### src/rtl/i2s_tx.sv
// i2s_tx: I2S master transmitter; divides clk into BCLK/LRCLK and shifts stereo
// samples out MSB-first, one BCLK after the LRCLK edge, from a one-sample buffer.
module i2s_tx #(
   parameter int DATA_W   = 16,
   parameter int HALF_DIV = 4
) (
   input  logic              clk,
   input  logic              rst_n,
   input  logic              enable,
   input  logic [DATA_W-1:0] in_left,
   input  logic [DATA_W-1:0] in_right,
   input  logic              in_valid,
   output logic              in_ready,
   output logic              i2s_bclk,
   output logic              i2s_lrclk,
   output logic              i2s_sdata,
   output logic              frame_start,
   output logic              underrun
);
   localparam int DW = HALF_DIV > 1 ? $clog2(HALF_DIV) : 1;
   localparam int SW = $clog2(2 * DATA_W);
   localparam int FW = 2 * DATA_W;

   typedef enum logic {IDLE, RUN} state_t;

   state_t          r_state, w_next;
   logic [DW-1:0]   r_div;
   logic [SW-1:0]   r_slot;
   logic [SW-1:0]   w_nslot;
   logic [FW-1:0]   r_sh, r_buf;
   logic            r_full, r_bclk, r_lrclk, r_sdata, r_fs, r_ur;
   logic            w_wrap, w_load, w_shift, w_acc;

   assign w_acc       = in_valid & ~r_full;
   assign w_nslot     = r_slot + SW'(1);
   assign in_ready    = ~r_full;
   assign i2s_bclk    = r_bclk;
   assign i2s_lrclk   = r_lrclk;
   assign i2s_sdata   = r_sdata;
   assign frame_start = r_fs;
   assign underrun    = r_ur;

   always_ff @(posedge clk or negedge rst_n) begin
      if (!rst_n) r_state <= IDLE;
      else        r_state <= w_next;
   end

   // A load happens on entry to RUN and on the falling BCLK that ends the last slot.
   always_comb begin
      w_next  = IDLE;
      w_wrap  = 1'b0;
      w_load  = 1'b0;
      w_shift = 1'b0;
      if (enable) begin
         w_next  = RUN;
         w_wrap  = (r_state == RUN) && (r_div == DW'(HALF_DIV - 1));
         w_load  = (r_state == IDLE) || (w_wrap && r_bclk && r_slot == SW'(FW - 1));
         w_shift = w_wrap && r_bclk && !w_load;
      end
   end

   always_ff @(posedge clk or negedge rst_n) begin
      if (!rst_n) begin
         r_div   <= '0;
         r_slot  <= '0;
         r_sh    <= '0;
         r_buf   <= '0;
         r_full  <= 1'b0;
         r_bclk  <= 1'b0;
         r_lrclk <= 1'b0;
         r_sdata <= 1'b0;
         r_fs    <= 1'b0;
         r_ur    <= 1'b0;
      end else begin
         r_full <= w_acc | (r_full & ~w_load);
         if (w_acc) r_buf <= {in_left, in_right};
         r_fs <= w_load;
         r_ur <= w_load & ~r_full;
         if (!enable) begin
            r_div   <= '0;
            r_slot  <= '0;
            r_sh    <= '0;
            r_bclk  <= 1'b0;
            r_lrclk <= 1'b0;
            r_sdata <= 1'b0;
         end else if (w_load) begin
            r_div   <= '0;
            r_slot  <= '0;
            r_bclk  <= 1'b0;
            r_lrclk <= 1'b0;
            r_sdata <= r_full & r_buf[FW-1];
            r_sh    <= r_full ? {r_buf[FW-2:0], 1'b0} : '0;
         end else begin
            r_div <= w_wrap ? '0 : r_div + DW'(1);
            if (w_wrap) r_bclk <= ~r_bclk;
            if (w_shift) begin
               r_slot  <= w_nslot;
               r_sdata <= r_sh[FW-1];
               r_sh    <= {r_sh[FW-2:0], 1'b0};
               r_lrclk <= (w_nslot >= SW'(DATA_W - 1)) && (w_nslot <= SW'(FW - 2));
            end
         end
      end
   end
endmodule

### config.mk
export PLATFORM = sky130hd
export DESIGN_NAME = i2s_tx
export DESIGN_NICKNAME = d
export VERILOG_FILES = /design/src/rtl/i2s_tx.sv
export SDC_FILE = /design/constraint.sdc
export NUM_CORES = 1
export LEC_CHECK = 0
export BUFFER_PORTS_ARGS = -buffer_cell sky130_fd_sc_hd__buf_2
export CAP_MARGIN = 20
export CORE_AREA = 2 2 78 80
export CTS_BUF_LIST = sky130_fd_sc_hd__clkbuf_16
export CTS_CLUSTER_DIAMETER = 100
export DETAILED_ROUTE_END_ITERATION = 10
export DIE_AREA = 0 0 80 82
export HOLD_SLACK_MARGIN = 0.15
export PLACE_DENSITY = 0.8
export SYNTH_ARGS = -nofsm -noshare
export SYNTH_HDL_FRONTEND = slang
export SYNTH_SLANG_ARGS = --single-unit
### constraint.sdc
create_clock -name clk -period 2.9 [get_ports clk]
set_input_delay 0.29 -clock clk [delete_from_list [all_inputs] [get_ports clk]]
set_output_delay 0.29 -clock clk [all_outputs]
set_load 0.05 [all_outputs]
Word level (Yosys, flattened, before mapping)
Index checks and enable logic that the tools add are counted.
{"block": "op_classes", "add_sub_neg": 2, "multipliers": 0, "div": 0, "n_lt_le_gt_ge": 2, "n_eq_ne": 4, "shift": 0, "mux": 23, "bitwise": 9, "n_reduce_logical": 7}
{"op": "$mux W32", "count": 4}
{"op": "$mux W5", "count": 3}
{"op": "$mux W1", "count": 13}
{"op": "$mux W2", "count": 3}
{"op": "$ne A3 B1 Y1 const B", "count": 2}
{"op": "$add A5 B1 Y5 const B", "count": 1}
{"op": "$eq A5 B5 Y1 const B", "count": 1}
{"op": "$ge A5 B4 Y1 const B", "count": 1}
{"op": "$le A5 B5 Y1 const B", "count": 1}
{"op": "$logic_and A1 B1 Y1", "count": 5}
{"op": "$and A1 B1 Y1", "count": 4}
{"op": "$not A1 Y1", "count": 4}
{"op": "$add A2 B1 Y2 const B", "count": 1}
{"op": "$eq A2 B2 Y1 const B", "count": 1}
{"op": "$logic_not A1 Y1", "count": 1}
{"op": "$logic_or A1 B1 Y1", "count": 1}
{"op": "$or A1 B1 Y1", "count": 1}
{"block": "word_totals", "reg_bits": 78, "latchBits": 0, "ramBits": 0, "rom_bits": 0, "wordCells": 58, "n_memories": 0}

Logic depth before layout (Yosys ltp)
{"block": "depth", "ltp_word": 11, "mapped_depth": 10}

Least setup slack after synthesis
No wires, ideal clock.
{"block": "synth_path", "path_kind": "register to register", "start": "reg r_slot[0]", "end": "reg r_lrclk, in the netlist i2s_lrclk", "t_arrival_ns": 1.798, "slack_ns": 1.034, "path_stages_with_launch": 7, "synth_period_minus_slack_ns": 1.866, "cell_sequence": "dfrtp_1 -> ha_1 -> and3_1 -> ha_1 -> or3_4 -> nor4_2 -> a221o_1"}
{"block": "synth_via", "elab_chain_cells": 7, "elab_cells_between_ends": 15, "classes_between": "1 x add/sub; 2 x order compare; 2 x eq/ne; 5 x mux; 5 x reduce/logical"}
{"element": "from (decl)", "line": "28", "text": "logic [SW-1:0] r_slot;"}
{"element": "from (signal assigned)", "line": "97", "text": "r_slot <= w_nslot;"}
{"element": "parallel branches: the longest is 7 deep, another holds $add A5 B1 Y5"}
{"element": "to (signal assigned)", "line": "100", "text": "r_lrclk <= (w_nslot >= SW'(DATA_W - 1)) && (w_nslot <= SW'(FW - 2));"}
{"element": "to (decl)", "line": "31", "text": "logic r_full, r_bclk, r_lrclk, r_sdata, r_fs, r_ur;"}
Parallel ways; which one is timed is not known. The select of a mux whose other input is x is not followed.
A chain may end at the register's enable or synchronous reset.

Final worst setup path
{"block": "layout_path", "start": "reg r_slot[0]", "end": "reg r_sh[25]"}
{"block": "layout_via", "elab_chain_cells": 7, "elab_cells_between_ends": 10, "classes_between": "2 x eq/ne; 4 x mux; 4 x reduce/logical"}
{"element": "$eq A5 B5 Y1 (*)", "line": "57", "text": "w_load = (r_state == IDLE) || (w_wrap && r_bclk && r_slot == SW'(FW - 1));"}
{"element": "$logic_and A1 B1 Y1 (*)", "line": "57"}
{"element": "$logic_or A1 B1 Y1 (*)", "line": "57"}
{"element": "$logic_not A1 Y1", "line": "58", "text": "w_shift = w_wrap && r_bclk && !w_load;"}
{"element": "$logic_and A1 B1 Y1", "line": "58"}
{"element": "$mux W1", "line": "54", "text": "if (enable) begin"}
{"element": "$ne A3 B1 Y1 (no source line)"}
{"element": "to (signal assigned)", "line": "92", "text": "r_sh <= r_full ? {r_buf[FW-2:0], 1'b0} : '0;"}
{"element": "to (signal assigned)", "line": "99", "text": "r_sh <= {r_sh[FW-2:0], 1'b0};"}
{"element": "to (decl)", "line": "30", "text": "logic [FW-1:0] r_sh, r_buf;"}
Every way passes the cells marked *; elsewhere a longest branch is shown, timed or not.

==> metrics.md <==
| Metric | Value |
|---|---|
| Outcome | `complete, no violations` |
| Commonest cells post-synth | `dfrtp_1, nand2_1, o21ai_0` |
| Routed Antenna Nets | `0` |
| Post-CTS Hold Buffers | `2` |
| Top-area cell type share of the netlist area | `around 58%` |
| Placement Rows | `28` |
| CP required | `approximately 3.1 ns` |
| Final design utilization | `67.4%` |
| CP Capture Type | `flop` |
| Synth Area in Adders | `roughly 1.9%` |
| P per Cell Area | `between 700 and 800 nW/um^2` |
| Slew headroom | `a little under two fifths` |
| Die area | `~6600 um^2` |
| Hold_ws | `around 0.19 ns` |
| Iter 0 DRT Violations | `150` |
| Post-synthesis sequential area ratio | `approximately three fifths` |
| Crit-path cells | `ha_1 -> and3_1 -> ha_1 -> nand3_1 -> nand2_1 -> nand2_1 -> inv_1 -> nor2_1 -> o21ai_0` |
| Initial antenna violation count | `0` |
| Period minus WS final | `2.59 ns` |
| Syn-to-layout area delta | `17.3%` |
| Post-CTS Setup Bufs | `0` |
| Routability cong. | `~0.86` |
| Min-Delay Path Depth | `2` |
| Synth Flop Type | `dfrtp_1` |
| Clk_lat worst skew | `0.33 ns` |
| Wire per inst | `15.4 um` |
| Number of diodes | `0` |
| Main combinational cell family by area after synthesis | `simple AND/OR/NAND/NOR gates` |
| Net count of the mapped netlist | `348` |
| Period utilization | `between 80 and 90%` |
| Placed insts | `411` |
| Core Region | `roughly 5700 um^2` |
| Critical path's slowest cell | `inv_1` |
| Syn Area/Cell | `about 11 um^2` |
| Syn Std Cell Area | `3300 um^2` |
| Clk slew on worst S/H paths | `about 0.06 ns` |
| All-Layer GR Usage | `approximately 22%` |
| Non-Filler Instances | `~430` |
| EDFF count, synth | `0` |
| CTS root buf | `clkbuf_16` |
| Die Y | `between 80 and 90 um` |
| Compound-Gate Fraction of Synth Area | `roughly an eighth` |
| HP Class | `input pin to flop` |
| WP depth | `9` |
| Port-buffer cells | `between 40 and 50` |
| Vias/cell | `5.64` |
| GRT overflow | `0` |
| Setup crit start kind | `flop` |
| TritonCTS clock tree | `built` |
| Final WL | `6590 um` |
| Yosys cell types | `29` |
| Mux contribution to synthesized area | `between 10% and 20%` |
| Setup-failing EPs final | `0` |
| Simple-Gate Fraction of Synth Area | `a little over an eighth` |
| CP Data Arrival Time | `around 2.8 ns` |
| Yosys warnings | `0` |
| Final hold violations | `0` |
| XOR/XNOR Fraction of Synth Area | `less than 1%` |
| Synth area leaders | `dfrtp_1, mux2_2, o21ai_0, a21oi_1, nand2_1` |
| Max-cap viol count | `0` |
| Ys async rst share | `100%` |
| CP delay by family, top | `simple AND/OR/NAND/NOR gates` |
| # IOs | `42` |
| Cells on worst reg2reg path | `9` |
| Num CTS Buffers | `9` |
| Pre-antenna DRT Iters | `4` |
| Worst R2R Setup Slack | `between 0.3 and 0.4 ns` |
| Fillers | `~470` |
| Slew @ Worst Pin | `0.935 ns` |
| Layout net count | `a little under 400` |
| Crit Path Max Fanout | `21` |
| Critical path class | `flop to flop` |
| Clock sinks | `between 70 and 80` |
| Die width | `~80 um` |
| Max IR drop VDD | `around 0.52 mV` |
| Final HPWL DP | `approximately 4000 um` |
| Largest net degree at the start of global routing | `78` |
| Synth Instances | `around 300` |
| Crit-path max cell delay | `about 0.55 ns` |
| Vias | `~2.4k` |
| Final setup TNS | `0 ns` |
| Worst Path Buf+Inv | `1` |
| Top-count cell post-synth | `dfrtp_1` |
| CTS Buffer Depth | `2` |
| First-pass GRT wire length | `about 11000 um` |
| H-tree depth | `3` |
| Post-CTS Resized | `0` |
| Clk_skew | `0.00490 ns` |
| Starting Density | `about 57%` |
| DRC errors left | `0` |
| Vias in the first global route | `about 2.4k` |
| Share of cells above drive strength 1 | `28.5%` |
| FF+latch count, synth | `between 70 and 80` |
| RSZ-0062 raised after global routing | `false` |
| Area leader, netlist | `dfrtp_1` |
| Slew Viols, Final | `0` |
| Leakage power | `roughly 1.8 nW` |
| Max Fclk | `0.387 GHz` |
placed cells by master, fill, tap and decap left out, types with 2 or more instances in the layout:
cell and count:
clkinv_2 3, dlygate4sd3_1 2, and2_1 2, nand2b_1 2, nand2_2 2, clkbuf_16 9
clkinv_4 2, nand3_1 4, a21oi_2 2, inv_1 4, o21ai_0 37, ha_1 5
nor2_1 24, nand2_1 40, a21oi_1 34, dfrtp_1 77, buf_4 6, mux2_2 32
buf_2 40, and3_1 13
area by class of cell:
class	count	area, um^2	area share [%]
Multi-Input combinational cell	209	1280	33.0
Timing Repair Buffer	48	265	6.85
Clock inverter	7	66.3	1.71
Tap cell	75	93.8	2.42
Inverter	4	15.0	0.388
Sequential cell	77	1930	49.8
Clock buffer	9	225	5.82
per-stage QoR:
step | total power, mW | instance area, um^2 | setup WS, ns
floorplan | 1.70 | 3300 | 1.03
global placement | 1.83 | 3560 | 0.556
detailed placement | 1.85 | 3560 | 0.389
CTS | 2.94 | 3870 | 0.316
global route | 3.06 | 3870 | 0.0508
finish | 2.92 | 3870 | 0.313
sequential cells by signal (all words and copies together) (netlist names), 2 cells and up:
register  count
r_buf        32
r_div         2
r_sh         31
r_slot        5
routing by layer:
layer / wire length (um) / GRT usage (%) / share of wire, % / up-vias
met2: 3250 / 36.3 / 49 / 81
met4: 167 / 11.5 / 2.5 / 0
met1: 2820 / 27.6 / 43 / 1181
met5: 0 / 0 / 0 / -
met3: 345 / 5.49 / 5.2 / 18
li1: - / - / - / 1138
cell families (layout without fill, tap and decap cells):
logic type | count (synthesis) | count (layout)
and+or+nand+nor | 94 | 94
AOI/OAI and AO/OA | 77 | 77
DFF | 77 | 77
muxes | 32 | 32
buffers and inverters | 21 | 68
adders and majority gates | 5 | 5
xor gates and xnor gates | 1 | 1
path summary, 6_finish.rpt:
kind                             start        end
setup / recovery             r_slot[0]   r_sh[25]
max in group asynchronous        rst_n  r_buf[10]
hold reg to reg               r_div[0]   r_div[0]
min in group asynchronous        rst_n  r_buf[24]
setup reg to reg             r_slot[0]   r_sh[25]
hold / removal             in_right[0]   r_buf[0]
power breakdown:
group	switching, mW	leakage [nW]	internal, mW
clock	0.430	0.147	0.661
combinational	0.210	0.656	0.227
sequential	0.115	0.989	1.28
total	0.755	1.79	2.17
Power figures use the tool's default switching activity.
